[src/rtl/sort_ctrl_pkg.sv]
// Shared types and helpers for the sorting-network sequencer.
// Widths here are the global data/index widths used by the whole network.
package sort_ctrl_pkg;

   localparam int NETWORK_WIDTH = 16;
   localparam int INDEX_WIDTH   = 4;

   typedef enum logic [2:0] {
      FILL,
      CLEAR,
      FIRE,
      WAIT,
      CAPTURE,
      DRAIN
   } ctrl_state_t;

   // Stage count of a bitonic network over n lanes.
   function automatic int bitonic_stages(input int n);
      int l;
      l = $clog2(n);
      return (l * (l + 1)) / 2;
   endfunction

   function automatic int data_lsb(input int lane);
      return lane * NETWORK_WIDTH;
   endfunction

   function automatic int index_lsb(input int lane);
      return lane * INDEX_WIDTH;
   endfunction

endpackage

[src/rtl/sort_stage_watchdog.sv]
// Per-stage wait timer: cleared when a stage fires, counts while enabled,
// and flags expiry on the last allowed wait cycle.
module sort_stage_watchdog #(
   parameter int TIMEOUT_CYCLES = 64
) (
   input  logic clk,
   input  logic reset,
   input  logic clear,
   input  logic enable,
   output logic expired
);

   localparam int TW = (TIMEOUT_CYCLES > 1) ? $clog2(TIMEOUT_CYCLES) : 1;

   logic [TW-1:0] timer_reg;

   always_ff @(posedge clk or posedge reset) begin
      if (reset) begin
         timer_reg <= '0;
      end else if (clear) begin
         timer_reg <= '0;
      end else if (enable) begin
         timer_reg <= timer_reg + 1'b1;
      end
   end

   assign expired = enable && (timer_reg == TW'(TIMEOUT_CYCLES - 1));

endmodule

[src/rtl/sort_network_ctrl.sv]
// Sequencer for a registered compare-exchange sorting network: gathers a batch,
// fires each stage in turn, captures the result and streams it out.
module sort_network_ctrl
   import sort_ctrl_pkg::*;
#(
   parameter int NUM_ELEMS      = 8,
   parameter int NUM_STAGES     = bitonic_stages(8),
   parameter int TIMEOUT_CYCLES = 64
) (
   input  logic                               clk,
   input  logic                               reset,
   input  logic                               in_valid,
   output logic                               in_ready,
   input  logic [NETWORK_WIDTH-1:0]           in_data,
   output logic                               net_clear,
   output logic [NUM_STAGES-1:0]              net_stage_ready,
   input  logic [NUM_STAGES-1:0]              net_stage_done,
   output logic [NUM_ELEMS*NETWORK_WIDTH-1:0] net_data_in,
   output logic [NUM_ELEMS*INDEX_WIDTH-1:0]   net_index_in,
   input  logic [NUM_ELEMS*NETWORK_WIDTH-1:0] net_data_out,
   input  logic [NUM_ELEMS*INDEX_WIDTH-1:0]   net_index_out,
   output logic                               out_valid,
   input  logic                               out_ready,
   output logic [NETWORK_WIDTH-1:0]           out_data,
   output logic [INDEX_WIDTH-1:0]             out_index,
   output logic                               busy,
   output logic                               err_timeout
);

   localparam int CW = $clog2(NUM_ELEMS);
   localparam int SW = (NUM_STAGES > 1) ? $clog2(NUM_STAGES) : 1;
   localparam logic [CW-1:0] LAST_LANE  = CW'(NUM_ELEMS - 1);
   localparam logic [SW-1:0] LAST_STAGE = SW'(NUM_STAGES - 1);

   ctrl_state_t state_reg, state_next;

   logic [CW-1:0] wr_cnt_reg;
   logic [CW-1:0] rd_cnt_reg;
   logic [CW-1:0] rd_cnt_inc;
   logic [SW-1:0] stage_reg;
   logic          abort_reg;
   logic          err_timeout_reg;

   logic [NETWORK_WIDTH-1:0] ibuf [NUM_ELEMS];
   logic [INDEX_WIDTH-1:0]   iidx [NUM_ELEMS];
   logic [NETWORK_WIDTH-1:0] obuf [NUM_ELEMS];
   logic [INDEX_WIDTH-1:0]   oidx [NUM_ELEMS];

   logic [NETWORK_WIDTH-1:0] out_data_reg;
   logic [INDEX_WIDTH-1:0]   out_index_reg;

   logic in_fire;
   logic out_fire;
   logic stage_done;
   logic wd_clear;
   logic wd_enable;
   logic wd_expired;

   assign in_fire    = in_valid && (state_reg == FILL);
   assign out_fire   = out_ready && (state_reg == DRAIN);
   assign stage_done = net_stage_done[stage_reg];
   assign wd_clear   = (state_reg == FIRE);
   assign wd_enable  = (state_reg == WAIT) && !stage_done;
   assign rd_cnt_inc = rd_cnt_reg + 1'b1;

   sort_stage_watchdog #(
      .TIMEOUT_CYCLES(TIMEOUT_CYCLES)
   ) u_watchdog (
      .clk    (clk),
      .reset  (reset),
      .clear  (wd_clear),
      .enable (wd_enable),
      .expired(wd_expired)
   );

   always_ff @(posedge clk or posedge reset) begin
      if (reset) begin
         state_reg <= FILL;
      end else begin
         state_reg <= state_next;
      end
   end

   always_comb begin
      state_next      = state_reg;
      in_ready        = 1'b0;
      net_clear       = 1'b0;
      net_stage_ready = '0;
      out_valid       = 1'b0;
      busy            = 1'b1;
      case (state_reg)
         FILL: begin
            in_ready = 1'b1;
            busy     = 1'b0;
            if (in_fire && (wr_cnt_reg == LAST_LANE)) begin
               state_next = CLEAR;
            end
         end
         CLEAR: begin
            net_clear  = 1'b1;
            // An aborted batch only needs the network flushed, not re-run.
            state_next = abort_reg ? FILL : FIRE;
         end
         FIRE: begin
            net_stage_ready = NUM_STAGES'(1) << stage_reg;
            state_next      = WAIT;
         end
         WAIT: begin
            if (stage_done) begin
               state_next = (stage_reg == LAST_STAGE) ? CAPTURE : FIRE;
            end else if (wd_expired) begin
               state_next = CLEAR;
            end
         end
         CAPTURE: begin
            state_next = DRAIN;
         end
         DRAIN: begin
            out_valid = 1'b1;
            if (out_fire && (rd_cnt_reg == LAST_LANE)) begin
               state_next = FILL;
            end
         end
         default: begin
            state_next = FILL;
         end
      endcase
   end

   always_ff @(posedge clk or posedge reset) begin
      if (reset) begin
         wr_cnt_reg      <= '0;
         rd_cnt_reg      <= '0;
         stage_reg       <= '0;
         abort_reg       <= 1'b0;
         err_timeout_reg <= 1'b0;
         out_data_reg    <= '0;
         out_index_reg   <= '0;
      end else begin
         // NUM_ELEMS is a power of two, so the write pointer wraps naturally.
         if (in_fire) begin
            wr_cnt_reg <= wr_cnt_reg + 1'b1;
         end
         case (state_reg)
            CLEAR: begin
               stage_reg <= '0;
               abort_reg <= 1'b0;
            end
            WAIT: begin
               if (stage_done) begin
                  if (stage_reg != LAST_STAGE) begin
                     stage_reg <= stage_reg + 1'b1;
                  end
               end else if (wd_expired) begin
                  abort_reg       <= 1'b1;
                  err_timeout_reg <= 1'b1;
                  wr_cnt_reg      <= '0;
               end
            end
            CAPTURE: begin
               // Lane 0 goes straight to the output register so DRAIN starts valid.
               rd_cnt_reg    <= '0;
               out_data_reg  <= net_data_out[data_lsb(0) +: NETWORK_WIDTH];
               out_index_reg <= net_index_out[index_lsb(0) +: INDEX_WIDTH];
            end
            DRAIN: begin
               if (out_fire) begin
                  rd_cnt_reg <= rd_cnt_inc;
                  if (rd_cnt_reg != LAST_LANE) begin
                     out_data_reg  <= obuf[rd_cnt_inc];
                     out_index_reg <= oidx[rd_cnt_inc];
                  end
               end
            end
            default: begin
            end
         endcase
      end
   end

   always_ff @(posedge clk or posedge reset) begin
      if (reset) begin
         for (int i = 0; i < NUM_ELEMS; i++) begin
            ibuf[i] <= '0;
            iidx[i] <= '0;
            obuf[i] <= '0;
            oidx[i] <= '0;
         end
      end else begin
         for (int i = 0; i < NUM_ELEMS; i++) begin
            if (in_fire && (wr_cnt_reg == CW'(i))) begin
               ibuf[i] <= in_data;
               iidx[i] <= INDEX_WIDTH'(wr_cnt_reg);
            end
            if (state_reg == CAPTURE) begin
               obuf[i] <= net_data_out[data_lsb(i) +: NETWORK_WIDTH];
               oidx[i] <= net_index_out[index_lsb(i) +: INDEX_WIDTH];
            end
         end
      end
   end

   genvar gi;
   generate
      for (gi = 0; gi < NUM_ELEMS; gi++) begin : g_lane
         assign net_data_in[data_lsb(gi) +: NETWORK_WIDTH] = ibuf[gi];
         assign net_index_in[index_lsb(gi) +: INDEX_WIDTH] = iidx[gi];
      end
   endgenerate

   assign out_data    = out_data_reg;
   assign out_index   = out_index_reg;
   assign err_timeout = err_timeout_reg;

endmodule
[config.mk]
export PLATFORM = sky130hd
export DESIGN_NAME = sort_network_ctrl
export DESIGN_NICKNAME = d
export VERILOG_FILES = /design/src/rtl/sort_ctrl_pkg.sv /design/src/rtl/sort_stage_watchdog.sv /design/src/rtl/sort_network_ctrl.sv
export SDC_FILE = /design/constraint.sdc
export NUM_CORES = 1
export LEC_CHECK = 0
export CAP_MARGIN = 20
export CORE_ASPECT_RATIO = 0.8
export CORE_MARGIN = 5
export CORE_UTILIZATION = 40
export CTS_BUF_LIST = sky130_fd_sc_hd__clkbuf_16
export DETAILED_ROUTE_END_ITERATION = 8
export PLACE_DENSITY = 0.67
export SKIP_LAST_GASP = 1
export SYNTH_ARGS = -nofsm -noshare
export SYNTH_HDL_FRONTEND = slang
export SYNTH_SLANG_ARGS = --single-unit
[constraint.sdc]
create_clock -name clk -period 24.1 [get_ports clk]
set_input_delay 3.615 -clock clk [delete_from_list [all_inputs] [get_ports clk]]
set_output_delay 3.615 -clock clk [all_outputs]
set_load 0.03 [all_outputs]
==> results of run 1 <==
-- metrics by stage --
stage               hold WS (ns)  utilization  instances
global placement          0.4479       0.5148       1869
floorplan                 0.4379            -       1074
CTS                       0.4665       0.5473       1936
global route              0.4785       0.5494       1948
detailed placement        0.4503       0.5148       1869
finish                    0.4636       0.5494       1948
-- routing by layer --
layer,GRT usage,part of all wire,vias up
li1,-,-,4536
met1,0.2893,0.46,5114
met2,0.3153,0.47,251
met3,0.03777,0.051,67
met4,0.06567,0.027,2
met5,0,0.00047,-
-- worst register-to-register path: cells and delay by family (launching register included) --
family | cells | cell delay (ns)
simple gates | 2 | 1.05
flops | 1 | 0.99
fa+ha+maj | 2 | 0.56
compound gates | 2 | 0.38
-- area by class of cell --
class                      count  area [µm²]  share of cell area
tap                          487       609.3             0.03000
timing repair buffer         381        3824              0.1882
clock inverter                28       225.2             0.01109
multi-input combinational    641        5793              0.2852
sequential                   352        8812              0.4338
antenna                        8       20.02           0.0009856
clock buffer                  39       975.9             0.04805
inverter                      12       52.55            0.002587
-- where the power goes --
group	internal [µW]	leakage, µW	switching [µW]
registers	824	0.00453	146
logic	479	0.00390	542
clock network	335	0.000622	235
total	1640	0.00905	923
-- cell families (layout without fill, tap and decap cells) --
logic type,count (synthesis),in the layout
multiplexers,386,386
flip-flops,352,352
AND/OR/NAND/NOR,143,143
AO/OA/AOI/OAI,89,89
buffers and inverters,81,460
adder cells (fa/ha/maj),14,14
other,1,16
XOR/XNOR,1,1
-- worst min-delay path by stage --
stage | to | depth (start not counted) | startpoint
after floorplan | u_watchdog.timer_reg[4]$_DFFE_PP0P_ | 1 | u_watchdog.timer_reg[4]$_DFFE_PP0P_
after detailed placement | err_timeout$_DFFE_PP0P_ | 1 | err_timeout$_DFFE_PP0P_
after CTS | err_timeout$_DFFE_PP0P_ | 1 | err_timeout$_DFFE_PP0P_
final | err_timeout$_DFFE_PP0P_ | 1 | err_timeout$_DFFE_PP0P_
after global placement | err_timeout$_DFFE_PP0P_ | 1 | err_timeout$_DFFE_PP0P_
after global routing | err_timeout$_DFFE_PP0P_ | 1 | err_timeout$_DFFE_PP0P_
-- layout by cell type (no fill, tap or decap), drive strengths merged, types with 4 or more instances in the layout --
master and count:
dfrtp 352, and2 6, bufinv 4, a22oi 41
clkinv 13, buf 13, mux2 299, mux2i 87
nor2 32, nand3 27, clkbuf 39, ha 14
diode 8, nand2 52, nand2b 6, clkdlybuf4s50 368
conb 8, a21oi 4, a31oi 20, inv 22
o21ai 15, nor2b 4, and3 6
==> results.txt, run 1 <==
Routed Antenna Nets -> 0
Overall die area -> 41370 µm²
CP peak stage delay -> 0.72 ns
Layout Nets -> 1626
Slowest CP cell -> clkdlybuf4s50_1
Layout cells sized above 1 -> 0.2595
Die Span Y -> 182.9 µm
Hpwl dp -> 30550 µm
Mean post-synth cell area -> 14.01 µm²
Post-synth top area share -> 0.5892
P&R area growth vs syn -> 35.86%
DR DRC count -> 0
Unrepaired setup endpoints after global routing -> no
Kind of end point of the critical path -> output port
Drt initial violations -> 615
Distinct cell type count after synthesis -> 42
Maxcap violations -> 0
F_max -> 0.1448 GHz
Vias in the first global route -> 10330
WP buf/inv -> 3
Share of synthesized registers carrying an async set or reset -> 1.000
Capturing point of the worst reg2reg path -> out_data[10]$_DFFE_PP0P_
DIE WIDTH -> 226.2 µm
CP Capture Point -> out_valid
Vias per cell -> 5.118
Kind of critical path -> register to output port
Main synth FF type -> dfrtp_1
Crit path max-delay family -> buffers and inverters
Crit Path Max Fanout -> 21
CP Data Arrival Time -> 3.29 ns
DR pass1 iterations -> 5
Most frequent cell after synthesis -> dfrtp_1
Worst reg-to-reg path cell count -> 6
Final min period -> 6.906 ns
Total GRT Usage -> 0.2024
Area leader, netlist -> dfrtp_1
I/O Buffers -> 368
Critical Path RT -> 20.48 ns
Post-CTS setup buffers -> 0
Hold Path Class -> register to register
Final Hold Vio Count -> 0
EDFF count, synth -> 0
Worst-Skew Late Latency -> 0.53 ns
Total Wirelength -> 42940 µm
Initial antenna violation count -> 9
GP Congestion -> 0.8415
Hold-fix buffers, CTS -> 0
First-pass GRT wire length -> 64410 µm
Grt total ovfl -> 0
Top post-synthesis cells by count -> dfrtp_1, mux2_2, mux2i_1
Synth Area in XOR/XNOR -> 0.0005858
FP Rows -> 63
CTS Buffer Depth -> 3
Area contributors post-synth -> dfrtp_1, mux2_2, mux2i_1
Adder-cell share of the synthesized area -> 0.01172
Clk slew on worst S/H paths -> 0.06 ns
Tot Pwr -> 2560 µW
Inserted Clock Buffers -> 38
Top Ports -> 377
Slew @ Worst Pin -> 1.124 ns
# clock sinks -> 352
Setup TNS -> 0 ns
Core area -> 36970 µm²
Root buf cell -> clkbuf_16
Largest net degree at the start of global routing -> 171
Crit-path cells -> nor2b_1, nand2_1, inv_1, buf_4, clkdlybuf4s50_1
Post-synthesis cell count -> 1067
Worst Setup Start Kind -> register
Main combinational cell family by area after synthesis -> multiplexers
Slew headroom -> 0.2497
Tcrit/Tclk final -> 0.2866
Clock skew -> 0.01605 ns
Crit path setup slack, layout -> 17.19 ns
DR WL/cell -> 22.04 µm
Pre-CTS setup slack -> 17.54 ns
Synth Area in Simple Gates -> 0.04728
Mux cell area share after synthesis -> 0.2840
PD cells -> 126.0 nW/µm²
Number of synthesized register bits -> 352
Crit path depth -> 5
Status -> finished clean
Syn Std Cell Area -> 14950 µm²
Final setup viols -> 0
Synth Area in Compound Gates -> 0.04051
Critical Path Source -> state_reg[2]$_DFFE_PP0P_
Slew Limit Fails -> 0
Sequential fraction of the synthesis area -> 0.5892
R2r setup slk -> 20.94 ns
TritonCTS clock tree -> done
FILL cells -> 3137
R2r startpoint -> rd_cnt_reg[0]$_DFFE_PP0P_
Vias -> 9970
Resized cells post-CTS -> 0
Maximum VDD drop -> 0.00006670 V
Initial Util -> 0.4044
Number of synthesis warnings -> 0
H-tree depth -> 2
Post-DP Area -> 19030 µm²
Leak Pwr -> 0.009049 µW
Final Cell Area -> 20310 µm²
(Power assumes the default switching activity.)
==> run 2, diff against run 1 <==
Clock period 24.1 ns to 7 ns, I/O delays scaled along.
==> results.txt, run 2 (synthesized netlist as in run 1, its figures left out) <==
Status -> finished clean
Total Wirelength -> 42630 µm (-0.73%)
Overall die area -> 41370 µm² (unchanged)
Vias -> 9967 (-0.030%)
Die Span Y -> 182.9 µm (unchanged)
R2r setup slk -> 4.08 ns (-16.86 ns)
P&R area growth vs syn -> 35.32%
CTS Buffer Depth -> 3 (unchanged)
Clk slew on worst S/H paths -> 0.06 ns (about the same)
Grt total ovfl -> 0 (unchanged)
Combinational share of power -> 0.406 (+0.007)
Post-CTS setup buffers -> 0 (unchanged)
Clock network power share -> 0.211 (-0.012)
I/O Buffers -> 368 (unchanged)
Worst-Skew Late Latency -> 0.53 ns (about the same)
Core area -> 36970 µm² (unchanged)
Inserted Clock Buffers -> 38 (unchanged)
Worst Setup Start Kind -> register
Top Ports -> 377 (unchanged)
Unrepaired setup endpoints after global routing -> no
DR WL/cell -> 21.89 µm (-0.68%)
Reg power frac -> 0.383 (+0.004)
Final setup viols -> 0 (unchanged)
Slew headroom -> 0.2827 (+0.03303)
GP Congestion -> 0.8129 (-3.4%)
Tcrit/Tclk final -> 0.6364
Drt initial violations -> 604 (-1.8%)
CP Data Arrival Time -> 3.40 ns (+0.11 ns)
Layout Nets -> 1626 (unchanged)
Clock skew -> 0.01557 ns (-0.0004853 ns)
Kind of critical path -> register to output port
Critical Path RT -> 5.95 ns (-14.53 ns)
H-tree depth -> 2 (unchanged)
Final min period -> 4.455 ns
Capturing point of the worst reg2reg path -> out_data[8]$_DFFE_PP0P_
TritonCTS clock tree -> done
Vias in the first global route -> 10490 (+1.5%)
Setup TNS -> 0 ns (unchanged)
Hold wc startpoint -> err_timeout$_DFFE_PP0P_
FP Rows -> 63 (unchanged)
F_max -> 0.2245 GHz
Resized cells post-CTS -> 0 (unchanged)
Maximum VDD drop -> 0.0002520 V (+280%)
Worst reg-to-reg path cell count -> 6 (unchanged)
Pre-CTS setup slack -> 2.971 ns (-14.57 ns)
Vias per cell -> 5.119 (about the same)
Layout cells sized above 1 -> 0.2576 (-0.001887)
Slew @ Worst Pin -> 1.073 ns (-0.05093 ns)
Min-Delay Endpoint -> err_timeout$_DFFE_PP0P_
Initial antenna violation count -> 9 (unchanged)
Switching part of the total power -> 0.3640 (+0.003610)
Largest net degree at the start of global routing -> 149 (-13%)
Crit path setup slack, layout -> 2.545 ns (-14.65 ns)
Final Hold Vio Count -> 0 (unchanged)
# clock sinks -> 352 (unchanged)
Hold Path Class -> register to register
Kind of end point of the critical path -> output port
Power Internal -> 5528 µW (+240%)
DR pass1 iterations -> 5 (unchanged)
Root buf cell -> clkbuf_16
Min-Delay Path Depth -> 1 (unchanged)
PD cells -> 429.7 nW/µm² (+240%)
Most frequent cells in the layout -> clkdlybuf4s50_1, dfrtp_1, mux2_2, mux2i_1, nand2_1
Hold-fix buffers, CTS -> 0 (unchanged)
DIE WIDTH -> 226.2 µm (unchanged)
Tot Pwr -> 8692 µW (+240%)
First-pass GRT wire length -> 64630 µm (+0.34%)
Routed Antenna Nets -> 0 (unchanged)
Slew Limit Fails -> 0 (unchanged)
Maxcap violations -> 0 (unchanged)
Most common cell after layout, fill and taps aside -> clkdlybuf4s50_1
Total GRT Usage -> 0.2018 (-0.0006497)
Initial Util -> 0.4044 (unchanged)
Net Sw Power -> 3164 µW (+240%)
DR DRC count -> 0 (unchanged)
Leak Pwr -> 0.009008 µW (-0.46%)
Crit Path Max Fanout -> 21 (unchanged)
R2r startpoint -> rd_cnt_reg[0]$_DFFE_PP0P_
Hpwl dp -> 30520 µm (about the same)
run 2: cell types whose count changed in the layout (fill, tap and decap cells not counted), sizes merged:
cell / delta
clkinvlp: +1
bufinv: -3
clkinv: +1
run 2: worst max-delay path by stage:
stage                                        start  depth (start not counted)                     endpoint  slack (ns)
after floorplan                              reset                          1        abort_reg$_DFFE_PP0P_        1.24
after global placement                    in_valid                          4  net_data_in[77]$_DFFE_PP0P_        3.11
after detailed placement                  in_valid                          4  net_data_in[96]$_DFFE_PP0P_        2.97
after CTS                 state_reg[2]$_DFFE_PP0P_                          4                    out_valid        2.48
after global routing      state_reg[2]$_DFFE_PP0P_                          4                    out_valid        2.32
final                     state_reg[2]$_DFFE_PP0P_                          4                    out_valid        2.55
run 2: layout make-up:
type                    instances  area, µm²
repair buffers                381       3829
fillers                      3123      16740
well taps                     487      609.3
multi-input cells             641       5793
clock buffers                  39      975.9
flip-flops and latches        352       8812
clock inverters                27      142.6
inverters                      12      48.80
diodes                          8      20.02
run 2: metrics by stage:
step	cells	hold WS, ns	area, µm²	utilization
after floorplan	1074	0.4379	14980	-
after global placement	1870	0.4515	19050	0.5152
after detailed placement	1870	0.4580	19050	0.5152
after CTS	1936	0.4719	20170	0.5455
after global routing	1947	0.4790	20230	0.5472
final	1947	0.4678	20230	0.5472
run 2: power by group through the flow:
stage	logic [µW]	clock network (µW)	registers (µW)
2_1_floorplan	1400	0	4000
3_3_place_gp	3490	0	3330
3_5_place_dp	3540	0	3360
4_1_cts	3550	1910	3330
5_1_grt	3730	1990	3440
6_report	3530	1840	3330
run 2: per-layer routing:
| layer | share of wire | GRT usage |
|---|---|---|
| met1 | 0.46 | 0.2876 |
| met2 | 0.46 | 0.3109 |
| met3 | 0.053 | 0.04273 |
| met4 | 0.026 | 0.06688 |
| met5 | 0.00026 | 0 |
run 2: critical path: stages (launching register included):
cell	delay, ns
dfrtp_1	0.44
nor2b_1	0.27
nand2_1	0.55
inv_1	0.80
clkdlybuf4s50_1	0.81
